File: src/rtl/frame_dispatch_ctrl.sv
// Frame dispatcher: pops a descriptor, waits until every destination port has room,
// then streams (or discards) the frame's data bytes and keeps saturating statistics.
module frame_dispatch_ctrl (
    input  logic        clk_sys,
    input  logic        rstn_sys,
    input  logic        ptr_sfifo_empty,
    output logic        ptr_sfifo_rd,
    input  logic [19:0] ptr_sfifo_dout,
    output logic        sfifo_rd,
    input  logic [7:0]  sfifo_dout,
    input  logic [3:0]  port_rdy,
    output logic        out_valid,
    output logic [7:0]  out_data,
    output logic        out_sop,
    output logic        out_eop,
    output logic [3:0]  out_port_mask,
    output logic [3:0]  out_src_port,
    output logic [15:0] frame_cnt,
    output logic [15:0] drop_cnt,
    output logic        busy
);

    typedef enum logic [7:0] {
        ST_IDLE  = 8'b0000_0001,
        ST_POP   = 8'b0000_0010,
        ST_LATCH = 8'b0000_0100,
        ST_CHECK = 8'b0000_1000,
        ST_XFER  = 8'b0001_0000,
        ST_DROP  = 8'b0010_0000,
        ST_DRAIN = 8'b0100_0000,
        ST_DONE  = 8'b1000_0000
    } state_t;

    state_t      state_r;
    logic        armed_r;
    logic [3:0]  mask_r;
    logic [3:0]  src_r;
    logic [10:0] len_r;
    logic [10:0] cnt_r;
    logic        xfer_r;
    logic        drain_cnt_r;
    logic        ptr_rd_r;
    logic        sfifo_rd_r;
    logic        busy_r;
    logic [15:0] frame_cnt_r;
    logic [15:0] drop_cnt_r;
    logic [3:0]  out_mask_r;
    logic [3:0]  out_src_r;

    logic        rd_d1_r;
    logic        sop_d1_r;
    logic        eop_d1_r;
    logic        out_valid_r;
    logic        out_sop_r;
    logic        out_eop_r;
    logic [7:0]  out_data_r;

    logic        xfer_rd_s;
    logic        first_rd_s;
    logic        last_rd_s;
    logic        rsvd_unused_s;

    // Saturating increment for the statistics counters.
    function automatic logic [15:0] sat_inc(input logic [15:0] v);
        if (v == 16'hFFFF) begin
            return v;
        end else begin
            return v + 16'd1;
        end
    endfunction

    assign rsvd_unused_s = ptr_sfifo_dout[11];

    // Classify the current data read for the output pipeline.
    always_comb begin
        xfer_rd_s  = 1'b0;
        first_rd_s = 1'b0;
        last_rd_s  = 1'b0;
        if (state_r == ST_XFER && sfifo_rd_r) begin
            xfer_rd_s  = 1'b1;
            first_rd_s = (cnt_r == len_r);
            last_rd_s  = (cnt_r == 11'd1);
        end else begin
            xfer_rd_s  = 1'b0;
            first_rd_s = 1'b0;
            last_rd_s  = 1'b0;
        end
    end

    // Dispatch FSM with its registered control outputs and statistics.
    always_ff @(posedge clk_sys or negedge rstn_sys) begin
        if (!rstn_sys) begin
            state_r     <= ST_IDLE;
            armed_r     <= 1'b0;
            mask_r      <= 4'd0;
            src_r       <= 4'd0;
            len_r       <= 11'd0;
            cnt_r       <= 11'd0;
            xfer_r      <= 1'b0;
            drain_cnt_r <= 1'b0;
            ptr_rd_r    <= 1'b0;
            sfifo_rd_r  <= 1'b0;
            busy_r      <= 1'b0;
            frame_cnt_r <= 16'd0;
            drop_cnt_r  <= 16'd0;
            out_mask_r  <= 4'd0;
            out_src_r   <= 4'd0;
        end else begin
            // The arming flop keeps every strobe quiet in the first cycle after reset release.
            armed_r <= 1'b1;
            case (state_r)
                ST_IDLE: begin
                    if (armed_r && !ptr_sfifo_empty) begin
                        state_r  <= ST_POP;
                        ptr_rd_r <= 1'b1;
                        busy_r   <= 1'b1;
                    end
                end
                ST_POP: begin
                    ptr_rd_r <= 1'b0;
                    state_r  <= ST_LATCH;
                end
                ST_LATCH: begin
                    mask_r  <= ptr_sfifo_dout[19:16];
                    src_r   <= ptr_sfifo_dout[15:12];
                    len_r   <= ptr_sfifo_dout[10:0];
                    state_r <= ST_CHECK;
                end
                ST_CHECK: begin
                    if (len_r == 11'd0) begin
                        xfer_r  <= 1'b0;
                        state_r <= ST_DONE;
                    end else if (mask_r == 4'd0) begin
                        xfer_r     <= 1'b0;
                        cnt_r      <= len_r;
                        sfifo_rd_r <= 1'b1;
                        state_r    <= ST_DROP;
                    end else if ((port_rdy & mask_r) == mask_r) begin
                        xfer_r     <= 1'b1;
                        cnt_r      <= len_r;
                        sfifo_rd_r <= 1'b1;
                        out_mask_r <= mask_r;
                        out_src_r  <= src_r;
                        state_r    <= ST_XFER;
                    end
                end
                ST_XFER, ST_DROP: begin
                    if (cnt_r == 11'd1) begin
                        sfifo_rd_r  <= 1'b0;
                        drain_cnt_r <= 1'b0;
                        state_r     <= ST_DRAIN;
                    end else begin
                        cnt_r <= cnt_r - 11'd1;
                    end
                end
                ST_DRAIN: begin
                    // Two drain cycles let the last byte leave the output pipeline under its mask.
                    if (drain_cnt_r) begin
                        out_mask_r <= 4'd0;
                        out_src_r  <= 4'd0;
                        state_r    <= ST_DONE;
                    end else begin
                        drain_cnt_r <= 1'b1;
                    end
                end
                ST_DONE: begin
                    if (xfer_r) begin
                        frame_cnt_r <= sat_inc(frame_cnt_r);
                    end else begin
                        drop_cnt_r <= sat_inc(drop_cnt_r);
                    end
                    busy_r  <= 1'b0;
                    state_r <= ST_IDLE;
                end
                default: begin
                    ptr_rd_r   <= 1'b0;
                    sfifo_rd_r <= 1'b0;
                    busy_r     <= 1'b0;
                    out_mask_r <= 4'd0;
                    out_src_r  <= 4'd0;
                    state_r    <= ST_IDLE;
                end
            endcase
        end
    end

    // Output byte pipeline: FIFO read latency plus one output register stage.
    always_ff @(posedge clk_sys or negedge rstn_sys) begin
        if (!rstn_sys) begin
            rd_d1_r     <= 1'b0;
            sop_d1_r    <= 1'b0;
            eop_d1_r    <= 1'b0;
            out_valid_r <= 1'b0;
            out_sop_r   <= 1'b0;
            out_eop_r   <= 1'b0;
            out_data_r  <= 8'd0;
        end else begin
            rd_d1_r     <= xfer_rd_s;
            sop_d1_r    <= first_rd_s;
            eop_d1_r    <= last_rd_s;
            out_valid_r <= rd_d1_r;
            out_sop_r   <= sop_d1_r;
            out_eop_r   <= eop_d1_r;
            if (rd_d1_r) begin
                out_data_r <= sfifo_dout;
            end
        end
    end

    assign ptr_sfifo_rd  = ptr_rd_r;
    assign sfifo_rd      = sfifo_rd_r;
    assign out_valid     = out_valid_r;
    assign out_data      = out_data_r;
    assign out_sop       = out_sop_r;
    assign out_eop       = out_eop_r;
    assign out_port_mask = out_mask_r;
    assign out_src_port  = out_src_r;
    assign frame_cnt     = frame_cnt_r;
    assign drop_cnt      = drop_cnt_r;
    assign busy          = busy_r;

endmodule

File: config.mk
export PLATFORM = sky130hd
export DESIGN_NAME = frame_dispatch_ctrl
export DESIGN_NICKNAME = d
export VERILOG_FILES = /design/src/rtl/frame_dispatch_ctrl.sv
export SDC_FILE = /design/constraint.sdc
export NUM_CORES = 1
export LEC_CHECK = 0
export ABC_CLOCK_PERIOD_IN_PS = 2400
export CAP_MARGIN = 25
export CORE_ASPECT_RATIO = 1.1
export CORE_UTILIZATION = 50
export DETAILED_ROUTE_END_ITERATION = 8
export PLACE_DENSITY = 0.83
export SLEW_MARGIN = 20
export SYNTH_ARGS = -nofsm -noshare
export SYNTH_HDL_FRONTEND = slang
export SYNTH_SLANG_ARGS = --single-unit
export TNS_END_PERCENT = 1
File: constraint.sdc
create_clock -name clk_sys -period 2.4 [get_ports clk_sys]
set_input_delay 0.48 -clock clk_sys [delete_from_list [all_inputs] [get_ports clk_sys]]
set_output_delay 0.48 -clock clk_sys [all_outputs]
set_load 0.005 [all_outputs]
==> key figures, run 1 <==
Clocking
  – Clk slew on worst S/H paths: 0.09 ns
  – # hold bufs at CTS: 0
  – H-tree Lvls: 3
  – Clock sinks: 98
  – Max clock buf depth: 2
  – Root Buffer: clkbuf_8
  – Total CTS buffers: 9
  – Post-CTS sizing: 0
  – Clock latency on the worst-skew pair: 0.36 ns
  – Postcts setup bufs: 0
  – TritonCTS clock tree: built

Timing
  – Slew Limit Fails: 0
  – Finish-stage setup viols: 0
  – Slew @ Worst Pin: 0.635 ns
  – Clock Skew: 0.00730 ns
  – Setup TNS Final: 0 ns
  – Tcrit/Tclk final: 0.901
  – Unrepaired setup endpoints after global routing: no
  – Fin crit period: 2.16 ns
  – Fmax: 463 MHz
  – Worst slew margin: 0.577
  – Endpoints failing hold: 0

Critical path
  – CP top delay family: simple AND/OR/NAND/NOR gates
  – Crit Path Max Fanout: 6
  – CP Cell Sequence: nor4_4 > nand3_1 > or3_1 > nand2_1 > mux2_2
  – Crit path DAT: 2.41 ns
  – Path type of the worst setup path: reg2reg
  – CP Capture Type: register
  – Largest stage delay on the critical path: 0.47 ns
  – Crit start category: register
  – Critical path required time: 2.65 ns
  – Crit path buf inv count: 0
  – Slowest cell on crit path: dfrtp_1

Final layout
  – Antenna diodes: 0
  – Layout Utilization: 0.666
  – Post-route insts no fill: 643
  – Fill count: 695
  – Synth-to-layout area growth: 27.6%
  – Final Net Count: 563
  – Share of cells above drive strength 1: 0.146

Yosys
  – Synth Area in XOR/XNOR: 0.0819
  – Library cells used by synthesis: 56
  – Synth top area share: 0.516
  – FFs w/ async S/R, synth: 1.00
  – Main combinational cell family by area after synthesis: simple AND/OR/NAND/NOR gates
  – FF+latch count, synth: 98
  – Largest area contributor in the netlist: dfrtp_1
  – Syn nets: 463
  – Simple-gate portion of the synthesized area: 0.187
  – Multiplexer share of the synthesized area: 0.0899
  – Adder-Cell Fraction of Synth Area: 0.0106
  – Post-synth top cells: 97 x dfrtp_1, 30 x mux2_2, 26 x nand3_1
  – Top-count cell post-synth: dfrtp_1
  – Mapped Cells: 424
  – Avg Inst Size Synth: 11.1 um2
  – Post-synth EDFFs: 0
  – Post-Synthesis Cell Area: 4700 um2
  – Compound-Gate Fraction of Synth Area: 0.0867
  – Register area share after synthesis: 0.522
  – Ys flop type: dfrtp_1
  – Synth top area cells: dfrtp_1 52%, mux2_2 7.2%, xnor2_1 4.5%, xor2_1 3.7%, nand3_1 2.8%
  – Yosys warns: 0

Global route
  – Largest net degree at the start of global routing: 50
  – Antenna violations before repair: 0
  – Overflow left after global routing: 0
  – Tot GR Track Use: 0.235
  – First-pass GRT wire length: 18000 um
  – Number of global-route vias before repair: 3616

Floorplan
  – Die X: 94.5 um
  – Core ar.: 9010 um2
  – Total die area: 9800 um2
  – Initial cell density of the core: 0.522
  – Ports: 89
  – # rows: 36
  – Die Y-Extent: 104 um

Place
  – Placed cells: 627
  – GP Congestion: 0.893
  – HPWL Detailed: 7740 um
  – Port Buffers: 87

Route
  – Vias per cell: 5.74
  – DRT iter0 DRCs: 306
  – WL/cell: 16.5 um
  – Total Wirelength: 10600 um
  – TritonRoute pass-1 iters: 5
  – Final ANT Viol Nets: 0
  – Via count: 3688
  – DRC Markers: 0

Power and ir drop
  – Power per Cell Area: 776 nW/um2
  – Maximum VDD drop: 0.500 mV
  – Leak: 0.00260 uW

Run
  – Max_cap viols: 0

Min path
  – Class of the most critical hold timing path: in2async

Status
  – Status: finished, final reports clean
final timing paths:
path	startpoint	end	slack, ns	depth (start not counted)
max in group asynchronous	rstn_sys	out_valid	1.59	2
worst max register to register	state_r[5]	cnt_r[1]	0.24	5
worst min-delay path	rstn_sys	mask_r[0]	0.14	1
worst min register to register	sop_d1_r	out_sop	0.35	0
worst max-delay path	state_r[5]	cnt_r[1]	0.24	5
min in group clk_sys	sop_d1_r	out_sop	0.35	0
power by group:
part	internal, uW	switching (uW)
Clock	534	552
Combinational	646	545
Sequential	1960	425
cells in the final DEF (no fill, tap or decap), types with 10 or more instances in the layout:
cell,count
dfrtp_1,97
buf_4,15
xor2_1,20
nand2_1,25
xnor2_1,24
clkbuf_8,11
nor2_1,22
nor3_1,13
nand3_1,26
nor4_1,12
clkdlybuf4s50_1,86
mux2_2,30
inv_1,11
nand4_1,12
o21ai_0,10
a21oi_1,16
final cells by class:
type                       count  area (um2)  area share
inverter                      11        41.3     0.00688
timing repair buffer         103        1010       0.169
sequential                    98        2450       0.409
clock inverter                 5        52.6     0.00875
multi-input combinational    301        2150       0.358
clock buffer                  11         151      0.0252
tap                          114         143      0.0238
state kept, by name (all words and copies together), names as in the netlist, 4 cells and up:
name           count
cnt_r             11
drop_cnt          16
frame_cnt         16
len_r             11
mask_r             4
out_data           8
out_port_mask      4
out_src_port       4
src_r              4
state_r            8
metal layers:
layer  wire [um]  up-vias  global-route usage
met1        4770     1824               0.339
met5           0        -                   0
met4         214        0              0.0931
li1            -     1740                   -
met3         516       16              0.0330
met2        5100      108               0.357
stage by stage:
stage	worst slack [ns]	total power, uW	cell area [um2]	hold slack (ns)
detailed placement	0.0346	3590	5800	0.336
floorplan	0.355	3150	4700	0.184
finish	0.238	4660	6000	0.138
global placement	0.0997	3540	5800	0.334
CTS	0.215	4680	6000	0.150
global route	0.114	4920	6000	0.179
cell families (layout without fill, tap and decap cells):
logic type               count (synthesis)  after routing
AO/OA/AOI/OAI                           58             58
XOR/XNOR                                44             44
adder cells (fa/ha/maj)                  4              4
buffers and inverters                   25            130
flip-flops                              98             98
multiplexers                            38             38
other                                    1              1
AND/OR/NAND/NOR                        156            156
No activity file was read; power rests on OpenSTA's default activity.
==> run 2, diff against run 1 <==
- REMOVE_ABC_BUFFERS: default -> 1
==> run 2 against run 1 <==
Net effect:
- register-to-register slack got worse by 0.08 ns
- count of clock-buffer cells in the layout up 1
- clock skew up 0.0018 ns
- non-clock buffer count grew 3
- flip-flop and latch count unchanged
- routed wire length shrank 3.7%
- critical endpoint unchanged
- largest power group unchanged
- highest routed layer unchanged
==> key figures, run 2 (synthesis results as in run 1) <==
Status
  – Status: finished, final reports clean

Power and ir drop
  – Power per Cell Area: 768 nW/um2
  – Leak: 0.00260 uW
  – Maximum VDD drop: 0.427 mV

Route
  – DRT iter0 DRCs: 199
  – Wl on met1: 4590 um
  – Max Used Layer: met4
  – TritonRoute pass-1 iters: 4
  – Met3 WL: 395 um
  – Via count: 3630
  – Final ANT Viol Nets: 0
  – DRC Markers: 0
  – Met2 routed WL: 5010 um
  – WL/cell: 15.8 um
  – Total Wirelength: 10200 um
  – Vias per cell: 5.63

Critical path
  – CP top delay family: simple AND/OR/NAND/NOR gates
  – Crit path DAT: 2.49 ns
  – CP Cell Sequence: nor4_4 > nand3_1 > or3_1 > nand2_1 > mux2_2
  – CP Capture Type: register
  – Crit start category: register
  – Critical path required time: 2.65 ns
  – Worst path depth: 5
  – Cell depth of the worst flop-to-flop path: 5
  – Largest stage delay on the critical path: 0.56 ns
  – Crit Path Max Fanout: 8
  – Path type of the worst setup path: reg2reg
  – Slowest cell on crit path: nor4_4
  – Crit path buf inv count: 0

Clocking
  – Clock latency on the worst-skew pair: 0.36 ns
  – Clock sinks: 98
  – TritonCTS clock tree: built
  – Max clock buf depth: 2
  – Root Buffer: clkbuf_8
  – Clk slew on worst S/H paths: 0.09 ns
  – # hold bufs at CTS: 0
  – Total CTS buffers: 9
  – H-tree Lvls: 3

Floorplan
  – Core ar.: 9010 um2
  – Initial cell density of the core: 0.522
  – Die Y-Extent: 104 um
  – Ports: 89
  – Total die area: 9800 um2
  – # rows: 36
  – Die X: 94.5 um

Final layout
  – Share of cells above drive strength 1: 0.145
  – Fill count: 705
  – Final Net Count: 566
  – Antenna diodes: 0
  – Synth-to-layout area growth: 27.4%
  – Commonest non-fill, non-tap cell in the layout: dfrtp_1
  – Most frequent cells in the layout: 97 x dfrtp_1, 86 x clkdlybuf4s50_1, 30 x mux2_2, 26 x nand3_1, 25 x nand2_1

Timing
  – Setup TNS Final: 0 ns
  – Unrepaired setup endpoints after global routing: no
  – Slew @ Worst Pin: 0.514 ns
  – Tcrit/Tclk final: 0.933
  – Fmax: 447 MHz
  – Clock Skew: 0.00906 ns
  – Endpoints failing hold: 0
  – Fin crit period: 2.24 ns
  – Finish-stage setup viols: 0
  – Worst slew margin: 0.655
  – Setup WS post-layout: 0.161 ns
  – Slew Limit Fails: 0

Min path
  – Class of the most critical hold timing path: in2async

Place
  – Port Buffers: 87
  – HPWL Detailed: 7230 um
  – Pre-CTS setup slack: 0.112 ns
  – GP Congestion: 0.915

Global route
  – First-pass GRT wire length: 17500 um
  – Largest net degree at the start of global routing: 65
  – Overflow left after global routing: 0
  – Number of global-route vias before repair: 3643
  – Tot GR Track Use: 0.225
  – Antenna violations before repair: 0

Run
  – Max_cap viols: 0
-- run 2: timing repair --
item / CTS / global route
setup endpoints to repair: 0 / 3
buffers inserted: 0 / 2
resized for setup: 0 / 0
endpoints found under the hold margin: 0 / 0
-- run 2: metrics by stage --
| stage | hold WS (ns) | utilization | cells | total power [uW] | instance area, um2 |
|---|---|---|---|---|---|
| after floorplan | 0.184 | - | 410 | 3110 | 4640 |
| after global placement | 0.336 | 0.643 | 628 | 3520 | 5790 |
| after detailed placement | 0.343 | 0.643 | 628 | 3590 | 5790 |
| after CTS | 0.0766 | 0.664 | 643 | 4620 | 5980 |
| after global routing | 0.0985 | 0.665 | 645 | 4880 | 5990 |
| final | 0.0654 | 0.665 | 645 | 4600 | 5990 |
-- run 2: report_power, final --
group	internal, uW	switching (uW)	leakage [uW]
combinational	653	562	0.00121
sequential	1960	402	0.00129
clock	503	526	0.0000962
total	3110	1490	0.00260
-- run 2: worst paths after layout --
kind,endpoint,start,slack (ns)
worst min-delay path,len_r[10],rstn_sys,0.07
worst min register to register,out_eop,eop_d1_r,0.36
min in group clk_sys,out_eop,eop_d1_r,0.36
max in group asynchronous,drop_cnt[13],rstn_sys,1.66
worst max register to register,cnt_r[1],state_r[5],0.16
worst max-delay path,cnt_r[1],state_r[5],0.16
-- run 2: final cells by class --
type / count / area, um2 / share of cell area
Clock inverter: 3 / 40.0 / 0.00668
Timing Repair Buffer: 106 / 1020 / 0.171
Tap cell: 114 / 143 / 0.0238
Clock buffer: 12 / 145 / 0.0242
Multi-Input combinational cell: 301 / 2150 / 0.358
Sequential cell: 98 / 2450 / 0.409
Inverter: 11 / 41.3 / 0.00689
-- run 2: worst register-to-register path, stage by stage, from the launching register on --
cell     delay [ns]
dfrtp_1        0.49
nor4_4         0.56
nand3_1        0.26
or3_1          0.39
nand2_1        0.10
mux2_2         0.33
-- run 2: metal layers --
metal | vias up | track usage
met5 | - | 0
met3 | 19 | 0.0279
li1 | 1741 | -
met1 | 1782 | 0.317
met4 | 0 | 0.0985
met2 | 88 | 0.349
